==> config.mk <==
export PLATFORM = sky130hd
export DESIGN_NAME = vga_timing_gen
export DESIGN_NICKNAME = d
export VERILOG_FILES = /design/src/rtl/vga_pkg.sv /design/src/rtl/vga_axis_counter.sv /design/src/rtl/vga_timing_gen.sv
export SDC_FILE = /design/constraint.sdc
export NUM_CORES = 1
export LEC_CHECK = 0
export ABC_AREA = 1
export BUFFER_PORTS_ARGS = -buffer_cell sky130_fd_sc_hd__buf_2
export CORE_MARGIN = 3
export CORE_UTILIZATION = 55
export DETAILED_ROUTE_END_ITERATION = 16
export PLACE_DENSITY = 0.84
export REMOVE_ABC_BUFFERS = 1
export SLEW_MARGIN = 10
export SYNTH_ARGS = -nofsm -noshare
export SYNTH_HDL_FRONTEND = slang
export SYNTH_SLANG_ARGS = --single-unit
==> constraint.sdc <==
create_clock -name clk -period 2.7 [get_ports clk]
set_clock_uncertainty 0.1 [all_clocks]
set_input_delay 0.405 -clock clk [delete_from_list [all_inputs] [get_ports clk]]
set_output_delay 0.405 -clock clk [all_outputs]
set_load 0.05 [all_outputs]
==> src/rtl/vga_pkg.sv <==
// Purpose : shared timing constants, axis state encoding and test-bar colours for the VGA timing generator.
// Latency : n/a (definitions only).
// Backpressure: n/a.
package vga_pkg;

    // Default 640x480@60 Hz timing (pixels / lines).
    localparam int VGA_DATA_WIDTH = 24;
    localparam int VGA_H_ACTIVE   = 640;
    localparam int VGA_H_FP       = 16;
    localparam int VGA_H_SYNC     = 96;
    localparam int VGA_H_BP       = 48;
    localparam int VGA_V_ACTIVE   = 480;
    localparam int VGA_V_FP       = 10;
    localparam int VGA_V_SYNC     = 2;
    localparam int VGA_V_BP       = 33;
    localparam int VGA_H_TOTAL    = VGA_H_ACTIVE + VGA_H_FP + VGA_H_SYNC + VGA_H_BP;
    localparam int VGA_V_TOTAL    = VGA_V_ACTIVE + VGA_V_FP + VGA_V_SYNC + VGA_V_BP;

    // Region of one axis (horizontal or vertical) within its period.
    typedef enum logic [1:0] {ACT, FP, SYNC, BP} sync_state_t;

    // Test-bar colours, {R, G, B}, each channel fully on or off.
    localparam logic [23:0] BAR_WHITE   = 24'hFFFFFF;
    localparam logic [23:0] BAR_YELLOW  = 24'hFFFF00;
    localparam logic [23:0] BAR_CYAN    = 24'h00FFFF;
    localparam logic [23:0] BAR_GREEN   = 24'h00FF00;
    localparam logic [23:0] BAR_MAGENTA = 24'hFF00FF;
    localparam logic [23:0] BAR_RED     = 24'hFF0000;
    localparam logic [23:0] BAR_BLUE    = 24'h0000FF;
    localparam logic [23:0] BAR_BLACK   = 24'h000000;

    // Maps a 3-bit bar index to its colour.
    function automatic logic [23:0] bar_colour(input logic [2:0] idx);
        logic [23:0] c;
        case (idx)
            3'd0:    c = BAR_WHITE;
            3'd1:    c = BAR_YELLOW;
            3'd2:    c = BAR_CYAN;
            3'd3:    c = BAR_GREEN;
            3'd4:    c = BAR_MAGENTA;
            3'd5:    c = BAR_RED;
            3'd6:    c = BAR_BLUE;
            default: c = BAR_BLACK;
        endcase
        return c;
    endfunction

endpackage

==> src/rtl/vga_axis_counter.sv <==
// Purpose : one timing axis - position counter plus ACT/FP/SYNC/BP region FSM.
// Latency : count/state update on the clk edge where step = 1; wrap is combinational.
// Backpressure: none; holds all state while step = 0.
// Ports: clk, reset (async active-low), step (advance enable) ->
//        count (0..TOTAL-1), state (region of count), wrap (this step returns count to 0).
module vga_axis_counter
    import vga_pkg::*;
#(
    parameter int ACTIVE_LEN = 640,
    parameter int FP_LEN     = 16,
    parameter int SYNC_LEN   = 96,
    parameter int BP_LEN     = 48
) (
    input  logic                                                  clk,
    input  logic                                                  reset,
    input  logic                                                  step,
    output logic [$clog2(ACTIVE_LEN+FP_LEN+SYNC_LEN+BP_LEN)-1:0] count,
    output sync_state_t                                           state,
    output logic                                                  wrap
);

    localparam int TOTAL = ACTIVE_LEN + FP_LEN + SYNC_LEN + BP_LEN;
    localparam int W     = $clog2(TOTAL);

    // Last count of each region; the state moves on when stepping off it.
    localparam logic [W-1:0] LAST_ACT  = W'(ACTIVE_LEN - 1);
    localparam logic [W-1:0] LAST_FP   = W'(ACTIVE_LEN + FP_LEN - 1);
    localparam logic [W-1:0] LAST_SYNC = W'(ACTIVE_LEN + FP_LEN + SYNC_LEN - 1);
    localparam logic [W-1:0] LAST_ALL  = W'(TOTAL - 1);

    assign wrap = step && (count == LAST_ALL);

    // State is registered alongside count so it always describes the current count.
    always_ff @(posedge clk or negedge reset) begin
        if (!reset) begin
            count <= '0;
            state <= ACT;
        end else if (step) begin
            if (wrap) begin
                count <= '0;
                state <= ACT;
            end else begin
                count <= count + 1'b1;
                case (state)
                    ACT:     if (count == LAST_ACT)  state <= FP;
                    FP:      if (count == LAST_FP)   state <= SYNC;
                    SYNC:    if (count == LAST_SYNC) state <= BP;
                    BP:      state <= BP;
                    default: state <= ACT;
                endcase
            end
        end
    end

endmodule

==> src/rtl/vga_timing_gen.sv <==
// Purpose : 640x480@60 timing generator; publishes x/y, drives registered sync/blank/RGB to the DAC.
// Latency : one pix_en from (x_pos, y_pos) to the matching hsync/vsync/blank_n/rgb_out.
// Backpressure: none; everything except frame_start holds while pix_en = 0.
// Ports: clk, reset (async active-low), pix_en, color_in -> x_pos, y_pos, active,
//        hsync, vsync, blank_n, rgb_out, frame_start.
// Option: VGA_TEST_PATTERN_EN adds input test_en selecting an internal 8-bar pattern.
module vga_timing_gen
    import vga_pkg::*;
#(
    parameter int DATA_WIDTH = VGA_DATA_WIDTH,
    parameter int H_ACTIVE   = VGA_H_ACTIVE,
    parameter int H_FP       = VGA_H_FP,
    parameter int H_SYNC     = VGA_H_SYNC,
    parameter int H_BP       = VGA_H_BP,
    parameter int V_ACTIVE   = VGA_V_ACTIVE,
    parameter int V_FP       = VGA_V_FP,
    parameter int V_SYNC     = VGA_V_SYNC,
    parameter int V_BP       = VGA_V_BP
) (
    input  logic                                              clk,
    input  logic                                              reset,
`ifdef VGA_TEST_PATTERN_EN
    input  logic                                              test_en,
`endif
    input  logic                                              pix_en,
    input  logic [DATA_WIDTH-1:0]                             color_in,
    output logic [$clog2(H_ACTIVE+H_FP+H_SYNC+H_BP)-1:0]      x_pos,
    output logic [$clog2(V_ACTIVE+V_FP+V_SYNC+V_BP)-1:0]      y_pos,
    output logic                                              active,
    output logic                                              hsync,
    output logic                                              vsync,
    output logic                                              blank_n,
    output logic [DATA_WIDTH-1:0]                             rgb_out,
    output logic                                              frame_start
);

    sync_state_t           h_state;
    sync_state_t           v_state;
    logic                  h_wrap;
    logic                  v_wrap;
    logic [DATA_WIDTH-1:0] pix_colour;

    vga_axis_counter #(
        .ACTIVE_LEN (H_ACTIVE),
        .FP_LEN     (H_FP),
        .SYNC_LEN   (H_SYNC),
        .BP_LEN     (H_BP)
    ) u_h_axis (
        .clk   (clk),
        .reset (reset),
        .step  (pix_en),
        .count (x_pos),
        .state (h_state),
        .wrap  (h_wrap)
    );

    // The vertical axis steps once per line, i.e. on the horizontal wrap.
    vga_axis_counter #(
        .ACTIVE_LEN (V_ACTIVE),
        .FP_LEN     (V_FP),
        .SYNC_LEN   (V_SYNC),
        .BP_LEN     (V_BP)
    ) u_v_axis (
        .clk   (clk),
        .reset (reset),
        .step  (h_wrap),
        .count (y_pos),
        .state (v_state),
        .wrap  (v_wrap)
    );

    assign active = (h_state == ACT) && (v_state == ACT);

`ifdef VGA_TEST_PATTERN_EN
    // Eight 128-pixel bars; only indices 0..4 fall inside the visible width.
    assign pix_colour = test_en ? DATA_WIDTH'(bar_colour(x_pos[9:7])) : color_in;
`else
    assign pix_colour = color_in;
`endif

    // Output stage: sync, blank and colour of one pixel leave on the same edge.
    always_ff @(posedge clk or negedge reset) begin
        if (!reset) begin
            hsync       <= 1'b1;
            vsync       <= 1'b1;
            blank_n     <= 1'b0;
            rgb_out     <= '0;
            frame_start <= 1'b0;
        end else begin
            // v_wrap already implies pix_en and h_wrap, so this is a one-clk pulse.
            frame_start <= v_wrap;
            if (pix_en) begin
                hsync   <= !(h_state == SYNC);
                vsync   <= !(v_state == SYNC);
                blank_n <= active;
                rgb_out <= active ? pix_colour : '0;
            end
        end
    end

endmodule
After elaboration in Yosys (flattened, before gate mapping)
Index checks and enable logic that the tools add are counted.
{"block": "totals", "reg_bits": 52, "latchBits": 0, "ram_bits": 0, "romBits": 0, "in_bits": 27, "output_inout_bits": 49, "word_cells": 53, "mem_count": 0}
{"block": "op_classes", "n_addsub": 2, "n_mul": 0, "div": 0, "n_lt_le_gt_ge": 0, "n_eq_ne": 20, "shift": 0, "muxes": 13, "bitwise": 0, "n_reduce_logical": 9}
{"operator": "10-bit == test, second input constant", "n": 5}
{"operator": "10-bit by 9-bit == test with 1-bit output, second input constant", "n": 3}
{"operator": "24-bit 2-to-1 mux", "n": 1}
{"operator": "10-bit by 1-bit adder with 10-bit output, second input constant", "n": 2}
{"operator": "10-bit 2-to-1 mux", "n": 2}
{"operator": "2-bit 2-to-1 mux", "n": 8}
{"operator": "2-bit case mux with 4 select lines", "n": 2}
{"operator": "3-bit by 1-bit inequality test with 1-bit output, second input constant", "n": 3}
{"operator": "3-bit by 2-bit inequality test with 1-bit output, second input constant", "n": 3}
{"operator": "2-bit == test, second input constant", "n": 4}
{"operator": "4-bit AND reduction", "n": 2}
{"operator": "2-bit by 1-bit == test with 1-bit output, second input constant", "n": 2}
{"operator": "2-bit logical NOT", "n": 2}
{"operator": "1-bit logical AND", "n": 3}
{"operator": "1-bit logical NOT", "n": 2}

Longest topological paths before layout
{"block": "logic_depth", "ltp_word": 5, "depth_mapped": 11, "ltp_nobuf": 10}

By module
Synthesis repeated with hierarchy kept, for this count alone.
{"block": "unflattened", "cells_unflattened": 346, "area_unflattened_um2": 2899.0}
{"module": "vga_timing_gen", "n_inst": 1, "cells_per_inst": 122, "area_each_um2": 1192.4, "seq_area_each_um2": 703.2}
{"module": "vga_axis_counter at u_v_axis", "n_inst": 1, "cells_per_inst": 115, "area_each_um2": 884.6, "seq_area_each_um2": 300.3}
{"module": "vga_axis_counter at u_h_axis", "n_inst": 1, "cells_per_inst": 109, "area_each_um2": 822.0, "seq_area_each_um2": 300.3}

Least setup slack after synthesis
No wires, ideal clock.
{"block": "synth_path", "path_kind": "register to register", "start": "reg u_h_axis.count[0]", "end": "reg u_h_axis.count[8]", "setup_time_ns": 0.126, "t_arrival_ns": 1.621, "required_ns": 2.474, "setup_slack_ns": 0.854, "stages_incl_launch_ff": 9, "n_path_buf": 0, "period_less_slack_ns": 1.846, "path_cell_list": "dfrtp_1 ha_1 nand2_1 inv_1 nand2_1 nor3_1 nand2_1 o21ai_0 a21oi_1"}
{"block": "synth_between", "elab_chain_cells": 3, "elab_cells_between_ends": 4, "cone_classes": "add/sub (1); eq/ne (1); mux (1); reduce/logical (1)"}
{"item": "start, declared", "line_no": "vga_axis_counter.sv:17", "source": "output logic [$clog2(ACTIVE_LEN+FP_LEN+SYNC_LEN+BP_LEN)-1:0] count,"}
{"item": "start signal, assigned", "line_no": "vga_axis_counter.sv:43", "source": "count <= count + 1'b1;"}
{"item": "branches (longest 2 deep; another with 10-bit by 1-bit adder with 10-bit output)"}
{"item": "10-bit 2-to-1 mux (*)", "line_no": "vga_axis_counter.sv:39", "source": "if (wrap) begin"}
Every way passes the cells marked *.
A chain may end at the register's enable or synchronous reset.

Worst setup path in the final report
{"block": "layout_path", "start": "reg u_v_axis.state[1]", "end": "out active"}
{"block": "layout_between", "elab_chain_cells": 2}
{"item": "start, declared", "line_no": "vga_axis_counter.sv:18", "source": "output sync_state_t state,"}
{"item": "start signal, assigned", "line_no": "vga_axis_counter.sv:37", "source": "state <= ACT;"}
{"item": "start signal, assigned", "line_no": "vga_axis_counter.sv:41", "source": "state <= ACT;"}
{"item": "start signal, assigned", "line_no": "vga_axis_counter.sv:45", "source": "ACT: if (count == LAST_ACT) state <= FP;"}
{"item": "2-bit logical NOT", "line_no": "vga_timing_gen.sv:72", "source": "assign active = (h_state == ACT) && (v_state == ACT);"}
{"item": "1-bit logical AND", "line_no": "vga_timing_gen.sv:72"}
{"item": "end, declared", "line_no": "vga_timing_gen.sv:29", "source": "output logic active,"}
No other way between the ends.

==> out/metrics.csv <==
metric;value;unit
diodes;0;
cp-start-kind;register;
drt_iter0_markers;120;
critPathMaxFanout;5;
reg2reg_depth;8;
crit_required;2.19;ns
synth_edf_count;0;
cts_tree;done;
num-nets-final;439;
grt_pass1_wl;9.56;mm
highest_layer;met4;
max-cap-violations;0;
path_clk_slew;0.09;ns
slew_headroom;58.3;%
ant_nets;0;
wl_met1;2.74;mm
fin_util;71.0;%
post-route-min-period;1.97;ns
cts_root_buffer;clkbuf_8;
cts_resized;0;
globalplace.congestion;0.905;
path_cells;nor2_1 > inv_1 > nor3_4 > buf_2;
cpPeakStageDelay;0.43;ns
clock_path_buffers;2;
synthSimpleGateAreaFrac;36.1;%
yosys_warnings;0;
netlist_instances;332;
yosysTopAreaCell;dfrtp_1;
fmax;507;MHz
synthTopCellsByArea;dfrtp_1 (47%), nand2_1 (15%), nand3_1 (8.1%);
num_rows;24;
synth-seq-cells;52;
setup_viol;0;
drive_gt1_share;27.7;%
pwr_density_cell;740;nW/um^2
num_io_pins;76;
wl_met2;2.66;mm
coreArea;4500;sq um
p_leak;0.00187;uW
crit_type;reg -> out;
syn-cell-area;2650;sq um
p_comb_share;31.8;%
port_buffers;75;
route.detailed.drc;0;
arrival;1.47;ns
slew_violations;0;
hold_viol;0;
synth_mux_area_share;0;%
wl_per_cell;13.1;microns
vias;2411;
clock_latency;0.31;ns
setup_total_negative_slack;0;ns
outcome;complete, no violations;
synth_compound_area_share;4.30;%
synthAdderAreaFrac;1.89;%
rsz0062_at_grt;no;
grt_overflow;0;
synth_top_family_by_area;simple AND/OR/NAND/NOR gates;
die_area;5680;sq um
synth-main-ff-cell;dfrtp_1;
worst_slew_pin_slew;0.626;ns
swShare;39.5;%
synth_xor_area_share;1.66;%
antenna_found_initial;0;
wl_met3;530;microns
syn_to_final_growth;20.9;%
dp_hpwl;4.50;mm
routed_wl;6.01;mm
grt_pass1_vias;2151;
htree_levels;2;
grt_use_total;21.8;%
worst_path_max_delay_cell;dfrtp_1;
die_w;75.4;microns
ys_types;32;
async_flop_share;100;%
grt_max_degree;29;
ys_seq_area_share;49.3;%
vias_per_cell;5.24;
numCtsBuffers;5;
p_int;1430;uW
switchingPower;934;uW
syn_avg_cell_area;7.97;sq um
fp.dieH;75.4;microns
synth_top_cell_area_share;47.3;%
p_seq_share;42.3;%
holdBufCountCts;0;
end_kind;output pin;
clock-sinks;52;
pwr-share-clk;25.8;%
min_path_type;in -> async;
peakVddDrop;647;uV
firstDrtPassIters;5;
start_util;58.7;%
fillers;337;
cts_setup_buffers;0;
min_period_over_period;73.0;%
==> sequential cells by signal, indices dropped and copies added, names as in the netlist, 2 cells and up <==
register	cells
u_h_axis.count	10
rgb_out	24
u_v_axis.count	10
u_v_axis.state	2
u_h_axis.state	2
==> cell type report <==
class	count	area (sq um)	share of cell area [%]
flip-flops and latches	52	1300	40.8
multi-input cells	236	1160	36.4
repair buffers	80	413	12.9
inverters	33	124	3.87
clock buffers	5	68.8	2.15
well taps	52	65.1	2.04
clock inverters	2	60.1	1.88
==> synth_stat cells (2+ instances only) <==
| cell type | instances |
|---|---|
| a21oi_1 | 6 |
| a21oi_2 | 2 |
| buf_2 | 4 |
| clkbuf_1 | 4 |
| dfrtp_1 | 50 |
| dfstp_2 | 2 |
| ha_1 | 4 |
| inv_1 | 29 |
| inv_2 | 3 |
| nand2_1 | 105 |
| nand2_2 | 4 |
| nand3_1 | 43 |
| nand3_2 | 3 |
| nand4_1 | 3 |
| nor2_1 | 31 |
| nor2_2 | 4 |
| nor3_1 | 8 |
| nor3b_2 | 3 |
| o21ai_0 | 7 |
| o21ai_2 | 2 |
| xor2_1 | 4 |
==> power groups by stage <==
stage	registers [uW]	logic (uW)	clock network, uW
finish	1000	753	612
global route	1020	816	657
CTS	999	758	626
detailed placement	1010	748	0
global placement	1010	723	0
floorplan	1240	306	0
==> metrics by stage <==
step,power (uW),setup WS [ns],std cells,cell area [sq um],hold WS (ns)
floorplan,1550,0.691,321,2590,0.00941
global placement,1730,0.832,453,3070,0.354
detailed placement,1760,0.717,453,3070,0.358
CTS,2380,0.706,460,3200,0.0202
global route,2490,0.596,460,3200,0.0415
finish,2370,0.729,460,3200,0.00181
==> kinds of logic after synthesis <==
group,Yosys count
compound gates,19
flops,52
buf+inv,44
xor+xnor,5
simple gates,208
fa+ha+maj,4
==> worst paths after layout <==
path                                    from           endpoint  slack [ns]
min reg2reg                      rgb_out[10]        rgb_out[10]        0.38
max in group asynchronous              reset              hsync        1.81
max                        u_v_axis.state[1]             active        0.73
min                                    reset        rgb_out[15]       0.002
min in group clk                 color_in[7]         rgb_out[7]        0.21
max reg2reg                u_h_axis.count[0]  u_v_axis.count[4]        0.75
==> cells in the final DEF, fill, tap and decap left out, types with 2 or more instances in the layout <==
cell type,count
nand3_1,43
buf_4,5
ha_1,4
o21ai_2,2
dfrtp_1,50
o21ai_0,7
nand2_1,105
bufinv_16,2
inv_1,29
nand3_2,3
nand2_2,4
a21oi_1,6
nor2_2,4
nor3_1,8
dfstp_2,2
a21oi_2,2
clkbuf_8,5
nor2_1,31
buf_2,75
inv_2,3
nand4_1,3
nor3b_2,3
xor2_1,4
==> worst max-delay path, delay by kind of cell, from the launching register on <==
kind | cells | cell delay, ns
simple gates | 2 | 0.31
flops | 1 | 0.43
buf+inv | 2 | 0.41
==> per-layer routing <==
layer / GRT usage (%) / vias up
li1: - / 1209
met1: 29.1 / 1090
met2: 35.9 / 102
met3: 4.88 / 10
met4: 6.02 / 0
met5: 0 / -
Note: power is estimated with default switching activity, not from simulation.
